### src/rtl/jam_cost_scheduler_if.sv
// Handshake bundle between the permutation-search engines, the cost ROM and
// the scheduler. The master side is the engine/ROM environment.
interface jam_cost_scheduler_if #(
  parameter int N_REQ = 2,
  parameter int ID_W  = 1
);
  logic [N_REQ-1:0]    req;
  logic [24*N_REQ-1:0] perm;
  logic [2:0]          W;
  logic [2:0]          J;
  logic [6:0]          Cost;
  logic [N_REQ-1:0]    gnt;
  logic                busy;
  logic                sum_valid;
  logic [9:0]          sum_out;
  logic [ID_W-1:0]     sum_id;
  logic                sum_err;

  modport master (
    output req, perm, Cost,
    input  W, J, gnt, busy, sum_valid, sum_out, sum_id, sum_err
  );

  modport slave (
    input  req, perm, Cost,
    output W, J, gnt, busy, sum_valid, sum_out, sum_id, sum_err
  );
endinterface

### src/rtl/jam_cost_scheduler.sv
// Shares the cost-ROM lookup port among N_REQ search engines. A granted
// engine's 8-entry permutation is swept W=0..7 with J=perm[W] and the eight
// Cost values are summed; the total comes back tagged with the engine ID.
//
// state | meaning
// IDLE  | sample requests, arbitrate round-robin, capture the winner's perm
// ISSUE | 8 cycles driving W/J and accumulating Cost
// DONE  | one-cycle sum_valid pulse with the result (or error code 1023)
//
// Requests are registered in IDLE before arbitration, so IDLE always lasts at
// least two cycles; a requester still high after its sum_valid is re-sampled.
module jam_cost_scheduler #(
  parameter int N_REQ = 2,
  parameter int ID_W  = 1
) (
  input logic              CLK,
  input logic              RST,
  jam_cost_scheduler_if.slave bus
);
  localparam int PW = $clog2(N_REQ);

  typedef enum logic [1:0] {IDLE, ISSUE, DONE} state_t;

  state_t           state_q, state_d;
  logic [N_REQ-1:0] req_q, req_d;
  logic [N_REQ-1:0] gnt_q, gnt_d;
  logic [23:0]      perm_q, perm_d;
  logic [2:0]       idx_q, idx_d;
  logic [9:0]       acc_q, acc_d;
  logic [9:0]       sum_out_q, sum_out_d;
  logic [PW-1:0]    rr_q, rr_d;
  logic [ID_W-1:0]  sum_id_q, sum_id_d;
  logic             busy_q, busy_d;
  logic             sv_q, sv_d;
  logic             err_q, err_d;

  logic             found;
  logic [PW-1:0]    win;
  logic [PW:0]      cand;
  logic [23:0]      win_perm;
  logic [7:0]       seen;
  logic             win_ok;
  logic [4:0]       jbase;

  // Round-robin search over the registered requests, starting at rr_q.
  always_comb begin
    found = 1'b0;
    win   = '0;
    cand  = '0;
    for (int i = 0; i < N_REQ; i++) begin
      cand = {1'b0, rr_q} + (PW+1)'(i);
      if (cand >= (PW+1)'(N_REQ)) cand = cand - (PW+1)'(N_REQ);
      if (!found && req_q[cand[PW-1:0]]) begin
        found = 1'b1;
        win   = cand[PW-1:0];
      end
    end
  end

  // Winner's perm and its permutation check: all eight fields distinct
  // exactly when every job index 0..7 is hit once.
  always_comb begin
    win_perm = '0;
    seen     = '0;
    for (int k = 0; k < N_REQ; k++) begin
      if (win == PW'(k)) win_perm = bus.perm[24*k +: 24];
    end
    for (int w = 0; w < 8; w++) begin
      seen[win_perm[3*w +: 3]] = 1'b1;
    end
  end
  assign win_ok = &seen;

  // Next-state and registered-output computation.
  always_comb begin
    state_d   = state_q;
    req_d     = '0;
    gnt_d     = gnt_q;
    perm_d    = perm_q;
    idx_d     = idx_q;
    acc_d     = acc_q;
    sum_out_d = sum_out_q;
    rr_d      = rr_q;
    sum_id_d  = sum_id_q;
    sv_d      = 1'b0;
    err_d     = err_q;
    case (state_q)
      IDLE: begin
        if (found) begin
          perm_d   = win_perm;
          sum_id_d = ID_W'(win);
          rr_d     = (win == PW'(N_REQ-1)) ? '0 : win + PW'(1);
          idx_d    = '0;
          if (win_ok) begin
            state_d    = ISSUE;
            gnt_d      = '0;
            gnt_d[win] = 1'b1;
            err_d      = 1'b0;
          end else begin
            // Error path leaves acc alone and reports the reserved total.
            state_d   = DONE;
            err_d     = 1'b1;
            sum_out_d = 10'd1023;
            sv_d      = 1'b1;
          end
        end else begin
          req_d = bus.req;
        end
      end
      ISSUE: begin
        acc_d = (idx_q == 3'd0) ? {3'b000, bus.Cost} : acc_q + {3'b000, bus.Cost};
        idx_d = idx_q + 3'd1;
        if (idx_q == 3'd7) begin
          state_d   = DONE;
          gnt_d     = '0;
          sum_out_d = acc_d;
          sv_d      = 1'b1;
          err_d     = 1'b0;
        end
      end
      DONE: begin
        state_d = IDLE;
      end
      default: begin
        state_d = IDLE;
      end
    endcase
    busy_d = (state_d != IDLE);
  end

  // State and output registers.
  always_ff @(posedge CLK or posedge RST) begin
    if (RST) begin
      state_q   <= IDLE;
      req_q     <= '0;
      gnt_q     <= '0;
      perm_q    <= '0;
      idx_q     <= '0;
      acc_q     <= '0;
      sum_out_q <= '0;
      rr_q      <= '0;
      sum_id_q  <= '0;
      busy_q    <= 1'b0;
      sv_q      <= 1'b0;
      err_q     <= 1'b0;
    end else begin
      state_q   <= state_d;
      req_q     <= req_d;
      gnt_q     <= gnt_d;
      perm_q    <= perm_d;
      idx_q     <= idx_d;
      acc_q     <= acc_d;
      sum_out_q <= sum_out_d;
      rr_q      <= rr_d;
      sum_id_q  <= sum_id_d;
      busy_q    <= busy_d;
      sv_q      <= sv_d;
      err_q     <= err_d;
    end
  end

  assign jbase = {idx_q, 1'b0} + {2'b00, idx_q};
  assign bus.W = (state_q == ISSUE) ? idx_q : 3'd0;
  assign bus.J = (state_q == ISSUE) ? perm_q[jbase +: 3] : 3'd0;

  assign bus.gnt       = gnt_q;
  assign bus.busy      = busy_q;
  assign bus.sum_valid = sv_q;
  assign bus.sum_out   = sum_out_q;
  assign bus.sum_id    = sum_id_q;
  assign bus.sum_err   = err_q;
endmodule
### src/flat_wrapper.sv
// flat-port wrapper written by rule: the top's interface ports become plain ports
module jam_cost_scheduler_flat 
#(
  parameter int N_REQ = 2,
  parameter int ID_W  = 1
)
  (CLK, RST, bus_req, bus_perm, bus_Cost, bus_W, bus_J, bus_gnt, bus_busy, bus_sum_valid, bus_sum_out, bus_sum_id, bus_sum_err);
  jam_cost_scheduler_if #(.N_REQ(N_REQ), .ID_W(ID_W)) bus_i ();
  input logic CLK;
  input logic RST;
  input wire logic [$bits(bus_i.req)-1:0] bus_req;
  input wire logic [$bits(bus_i.perm)-1:0] bus_perm;
  input wire logic [$bits(bus_i.Cost)-1:0] bus_Cost;
  output wire logic [$bits(bus_i.W)-1:0] bus_W;
  output wire logic [$bits(bus_i.J)-1:0] bus_J;
  output wire logic [$bits(bus_i.gnt)-1:0] bus_gnt;
  output wire logic [$bits(bus_i.busy)-1:0] bus_busy;
  output wire logic [$bits(bus_i.sum_valid)-1:0] bus_sum_valid;
  output wire logic [$bits(bus_i.sum_out)-1:0] bus_sum_out;
  output wire logic [$bits(bus_i.sum_id)-1:0] bus_sum_id;
  output wire logic [$bits(bus_i.sum_err)-1:0] bus_sum_err;
  assign bus_i.req = bus_req;
  assign bus_i.perm = bus_perm;
  assign bus_i.Cost = bus_Cost;
  assign bus_W = bus_i.W;
  assign bus_J = bus_i.J;
  assign bus_gnt = bus_i.gnt;
  assign bus_busy = bus_i.busy;
  assign bus_sum_valid = bus_i.sum_valid;
  assign bus_sum_out = bus_i.sum_out;
  assign bus_sum_id = bus_i.sum_id;
  assign bus_sum_err = bus_i.sum_err;
  jam_cost_scheduler #(.N_REQ(N_REQ), .ID_W(ID_W)) u_core (.CLK(CLK), .RST(RST), .bus(bus_i));
endmodule
### config.mk
export PLATFORM = sky130hd
export DESIGN_NAME = jam_cost_scheduler_flat
export DESIGN_NICKNAME = d
export VERILOG_FILES = /design/src/rtl/jam_cost_scheduler_if.sv /design/src/rtl/jam_cost_scheduler.sv /design/src/flat_wrapper.sv
export SDC_FILE = /design/constraint.sdc
export NUM_CORES = 1
export LEC_CHECK = 0
export ABC_CLOCK_PERIOD_IN_PS = 4300
export CAP_MARGIN = 10
export CELL_PAD_IN_SITES_DETAIL_PLACEMENT = 1
export CELL_PAD_IN_SITES_GLOBAL_PLACEMENT = 2
export CORE_UTILIZATION = 33
export CTS_CLUSTER_DIAMETER = 100
export DETAILED_ROUTE_END_ITERATION = 7
export PLACE_DENSITY_LB_ADDON = 0.1
export SLEW_MARGIN = 0
export SYNTH_ARGS = -nofsm -noshare
export SYNTH_HDL_FRONTEND = slang
export SYNTH_SLANG_ARGS = --single-unit
### constraint.sdc
create_clock -name CLK -period 4.3 [get_ports CLK]
set_clock_uncertainty 0.2 [all_clocks]
set_input_delay 0.86 -clock CLK [delete_from_list [all_inputs] [get_ports CLK]]
set_output_delay 0.86 -clock CLK [all_outputs]
set_load 0.02 [all_outputs]
* Word-level counts from Yosys, hierarchy flattened *
Index checks and enable logic that the tools add are counted.

cells by class
  add/sub/neg operators = 7
  magnitude comparators = 22
  equality and inequality tests = 6
  shift operators = 1
  multiplexer cells = 56
  bitwise logic cells = 7
  reductions and logical operators = 21

operators with widths
  kind                   number
  $or A8 B8 Y8           7
  $mux W10               4
  $lt A3 B4 Y1 const B   8
  $mux W1                25
  $demux W1 S3           8
  $ge A3 B1 Y1 const B   8
  $mux W24               1
  $shiftx A24 B6 Y3      1
  $pmux W10 S2           1
  $mux W2                8
  $add A10 B7 Y10        1
  $logic_and A1 B1 Y1    10
  $mux W3                3
  $pmux W2 S2            2
  $reduce_and A4 Y1      2
  $reduce_and A8 Y1      1
  $lt A1 B2 Y1 const B   3
  $ne A2 B1 Y1 const B   3
  $pmux W3 S2            1
  $add A4 B3 Y5          1
  $pmux W1 S2            2
  $reduce_and A2 Y1      2
  $reduce_bool A2 Y1     2
  $add A3 B1 Y3 const B  1
  14 further kinds       15

storage, ports and cells
  register bits = 58
  output and inout port bits = 22
  logic and storage cells = 132

* Logic depth before layout (Yosys ltp) *
Gate-level depths: netlist (run 1).

  word-level depth = 25
  gate-level depth with buffers = 10
  gate-level depth less buffers = 10

* Worst setup path before layout (run 1) *
Ideal clock, no wire load.

  path type = reg-to-output
  start point = register u_core.idx_q[0]
  end point = output bus_J[1]
  arrival time = 2.725 ns
  setup slack = 0.515 ns
  cell stages (with the launch flop) = 10
  path buffers = 3
  path through = dfrtp_1 > buf_2 > buf_2 > inv_1 > ha_1 > buf_1 > mux4_2 > mux4_2 > a22oi_1 > nor2_1

between the ends
  word-level cells in the longest chain between the ends = 3

RTL lines
  element                   RTL line                   source
  start: declaration        jam_cost_scheduler.sv:28   logic [2:0] idx_q, idx_d;
  start signal: assignment  jam_cost_scheduler.sv:151  idx_q <= idx_d;
  $add A4 B3 Y5             jam_cost_scheduler.sv:162  assign jbase = {idx_q, 1'b0} + {2'b00, idx_q};
  $shiftx A24 B6 Y3         jam_cost_scheduler.sv:164  assign bus.J = (state_q == ISSUE) ? perm_q[jbase +: 3] : 3'd0;
  $mux W3                   jam_cost_scheduler.sv:164
  end: declaration          flat_wrapper.sv:15         output wire logic [$bits(bus_i.J)-1:0] bus_J;

Every way passes these cells.

* Final worst setup path (run 1) *
  start point = register u_core.idx_q[1]
  end point = output bus_J[0]

Same word-level chain as after synthesis.

==> results of run 1 <==
## power groups by stage
stage	logic [uW]	registers [uW]	clock network, uW
final	1580	933	633
after global routing	1770	964	678
after CTS	1590	935	655
after detailed placement	1580	945	0
after global placement	1530	938	0
after floorplan	1200	899	0
## flip-flops by register name (all words and copies together), names as in the netlist
name                  flops
u_core.idx_q              3
u_core.bus.gnt            2
u_core.acc_q             10
u_core.state_q            2
u_core.bus.sum_out       10
u_core.rr_q               1
u_core.perm_q            24
u_core.bus.sum_valid      1
u_core.bus.busy           1
u_core.bus.sum_id         1
u_core.bus.sum_err        1
u_core.req_q              2
## layer usage
metal,up-vias,routed length (um)
met5,-,0
met1,2181,7200
li1,2132,-
met3,17,416
met2,76,7300
met4,0,243
## cell families after synthesis
| kind of cell | after synthesis |
|---|---|
| and+or+nand+nor | 242 |
| buffers and inverters | 81 |
| DFF | 58 |
| adders and majority gates | 14 |
| xor gates and xnor gates | 7 |
| muxes | 48 |
| AOI/OAI and AO/OA | 131 |
## cell type report
| class | count | area (sq um) | area share (%) |
|---|---|---|---|
| tap | 184 | 230 | 3.91 |
| inverter | 13 | 48.8 | 0.830 |
| clock buffer | 13 | 250 | 4.25 |
| sequential | 58 | 1450 | 24.7 |
| timing repair buffer | 89 | 865 | 14.7 |
| clock inverter | 3 | 15.0 | 0.255 |
| multi-input combinational | 442 | 3020 | 51.4 |
## layout by cell type (no fill, tap or decap), types with 4 or more instances in the layout
| cell type | netlist | routed |
|---|---|---|
| clkbuf_16 | 0 | 9 |
| o22ai_1 | 11 | 11 |
| a22oi_2 | 5 | 5 |
| inv_1 | 13 | 12 |
| nand3b_1 | 20 | 20 |
| nand2b_1 | 4 | 4 |
| buf_4 | 10 | 8 |
| and3_1 | 10 | 10 |
| mux2i_1 | 28 | 28 |
| nand2_1 | 75 | 75 |
| nor3b_2 | 4 | 4 |
| xor2_1 | 4 | 4 |
| nor2_1 | 54 | 54 |
| mux2_2 | 4 | 4 |
| ha_1 | 12 | 11 |
| dfrtp_1 | 58 | 58 |
| a22oi_1 | 10 | 10 |
| a31oi_1 | 9 | 9 |
| nand4_1 | 11 | 11 |
| clkdlybuf4s50_1 | 0 | 77 |
| o21ai_0 | 55 | 54 |
| nor4_1 | 7 | 7 |
| mux4_2 | 16 | 16 |
| nor3_1 | 17 | 17 |
| nor3b_1 | 16 | 16 |
| nor2b_1 | 4 | 4 |
| a21oi_1 | 25 | 25 |
## worst register-to-register path: cells and delay by family (launching register included)
kind	cells	cell delay, ns
AOI/OAI and AO/OA	4	1.00
adders and majority gates	2	0.58
DFF	1	0.34
muxes	1	0.24
and+or+nand+nor	1	0.15
buffers and inverters	1	0.07
## worst min path at each step
| stage | startpoint | to | slack (ns) |
|---|---|---|---|
| after detailed placement | u_core.acc_q[3]$_DFFE_PP0P_ | u_core.acc_q[3]$_DFFE_PP0P_ | 0.28 |
| after global routing | u_core.acc_q[2]$_DFFE_PP0P_ | u_core.acc_q[2]$_DFFE_PP0P_ | 0.32 |
| after CTS | u_core.acc_q[3]$_DFFE_PP0P_ | u_core.acc_q[3]$_DFFE_PP0P_ | 0.29 |
| after global placement | u_core.bus.sum_id$_DFFE_PP0P_ | u_core.bus.sum_id$_DFFE_PP0P_ | 0.27 |
| final | u_core.bus.sum_id$_DFFE_PP0P_ | u_core.bus.sum_id$_DFFE_PP0P_ | 0.28 |
| after floorplan | u_core.perm_q[0]$_DFFE_PP0P_ | u_core.perm_q[0]$_DFFE_PP0P_ | 0.25 |
## what timing repair did
action | CTS | global route
setup buffers | 0 | 0
resized for setup | 4 | 5
endpoints found under the setup margin | 3 | 3
hold buffers | 0 | 0
## through the flow
step	util (%)	power, uW	cell area [sq um]
after floorplan	-	2100	4960
after global routing	40.3	3410	5880
final	40.3	3140	5880
after CTS	40.3	3190	5880
after detailed placement	38.5	2530	5620
after global placement	38.5	2460	5620
==> key figures, run 1 <==
Hold path
  – Worst hold path depth: 1
  – Worst hold path class: reg -> reg

Placed design
  – Port-buffer cells: 80
  – Worst slack, placed: 0.141 ns
  – GP Congestion: 0.860
  – Dpl cells: 786
  – DPL Wire Length: 11500 um

Yosys
  – Netlist Area Pre-Place: 0.00496 sq mm
  – Syn. warnings: 0
  – Post-synth ARST share: 100%
  – Xor/xnor cell area share of the yosys netlist: 1.24%
  – Register area share after synthesis: 29.2%
  – Main combinational cell family by area after synthesis: simple AND/OR/NAND/NOR gates
  – Post-Synth Simple-Gate Area: 25.5%
  – Number of flops mapped to enable cells by yosys: 0
  – Syn_area_per_cell: 8.54 sq um
  – Syn nets: 654
  – Yosys reg bits: 58
  – Synth top area share: 29.2%
  – Post-synth top area cell: dfrtp_1
  – Dominant synthesized flop cell: dfrtp_1
  – Post-Syn Instances: 581
  – Post-synthesis cell type count: 57
  – Mux cell area share after synthesis: 13.8%
  – Synth Area in Adders: 3.83%
  – Most common cell in the netlist: nand2_1
  – Post-synthesis compound-gate area fraction: 16.3%
  – Synth area leaders: dfrtp_1 (29%), mux4_2 (7.3%), nand2_1 (5.7%), mux2i_1 (5.6%), o21ai_0 (5.5%)
  – Synth top cells by count: nand2_1 (75), dfrtp_1 (58), o21ai_0 (55)

Critical path
  – Setup slack, reg-to-reg: 1.66 ns
  – Reg2Reg Depth: 9
  – Setup CP Type: reg -> out
  – Crit path depth: 8
  – Buf/Inv on CP: 2
  – Worst-path fanout max: 10
  – CP Data Arrival Time: 3.07 ns
  – Crit path to: bus_J[0]
  – CP Launch Point: u_core.idx_q[1]$_DFFE_PP0P_
  – Critical R2R Capture: u_core.acc_q[6]$_DFFE_PP0P_
  – Nature of the critical path endpoint: output port
  – Worst EP required: 3.24 ns
  – Max incr delay on CP: 0.57 ns
  – Slowest cell on the critical path: fa_1
  – Critical Path, Cell by Cell: ha_1 -> fa_1 -> buf_4 -> mux4_2 -> mux4_2 -> a22oi_1 -> nor2_1 -> clkbuf_2
  – CP top delay family: multiplexers
  – CP Launch Type: flop
  – Worst R2R Start: u_core.acc_q[0]$_DFFE_PP0P_
  – Critical path's most frequent cell: mux4_2

Routing
  – Detail Route Antenna Nets: 0
  – Post-Route WL: 15200 um
  – Wire length per cell: 18.9 um
  – First drt pass iteration count: 4
  – Via count: 4406
  – # DRC: 0
  – Initial drt markers: 192
  – Post-DR vias/cell: 5.49

GRT
  – First-pass GRT wire length: 25700 um
  – Routing usage on met3: 2.96%
  – GRT Util Overall: 20.6%
  – Vias in the first global route: 4624
  – Top Usage Layer GRT: met2
  – Largest net degree at the start of global routing: 50
  – Initial antenna violation count: 0
  – Met1 Track Usage GR: 27.7%
  – Met2 Use GR: 34.5%
  – Grt ovf: 0

Power and ir drop
  – Clock network power share: 20.1%
  – P_int: 1880 uW
  – Net switching power: 1260 uW
  – Switching portion of total power: 40.0%
  – Power per cell area: 534 mW/mm^2
  – Logic pwr share: 50.2%
  – Peak VDD IR: 201 uV
  – Sequential cell fraction of total power: 29.7%
  – Leak Pwr: 0.00247 uW

STA
  – Relative slew slack: 42.1%
  – Max-slew violation count: 0
  – Least-Margin Pin Slew: 0.869 ns
  – Min Hold Slack: 0.284 ns
  – Setup TNS: 0 ns
  – Final Hold Fails: 0
  – PnR worst setup slack: 0.174 ns
  – Part of the cycle the worst path needs: 96.0%
  – RSZ-0062 raised after global routing: false
  – Highest Clock Rate: 0.242 GHz
  – Post-layout minimum cycle time: 4.13 ns
  – Setup violators final: 0

CTS
  – TritonCTS clock tree: built
  – CTS clk-pin slew, worst paths: 0.05 ns
  – H-tree levels: 3
  – Sink Count: 58
  – Total CTS buffers: 9
  – Max clock buf depth: 2
  – CTS root buffer: clkbuf_16
  – Clk_lat worst skew: 0.33 ns

Finish
  – Synth-to-Final Area Change: 18.5%
  – ANT cells: 0
  – Finished Layout Cells: 802
  – Fillers: 1732
  – Share of cells above drive strength 1: 11.2%
  – Layout Nets: 686

Status
  – Status: complete, no violations

Die
  – # IOs: 81
  – Die H: 125 um
  – Initial Utilization: 34.0%
  – DIE AREA: 0.0155 sq mm
  – Num rows: 44
  – Die Wd: 125 um
  – CORE AREA: 0.0146 sq mm

Job
  – Max-cap violation count: 0
(Power assumes the default switching activity.)
==> run 2: changes to the inputs <==
Settings changed: SLEW_MARGIN 0 to 20.
==> results of run 2 <==
No change in the layout: final DEF, timing and power equal those of run 1.
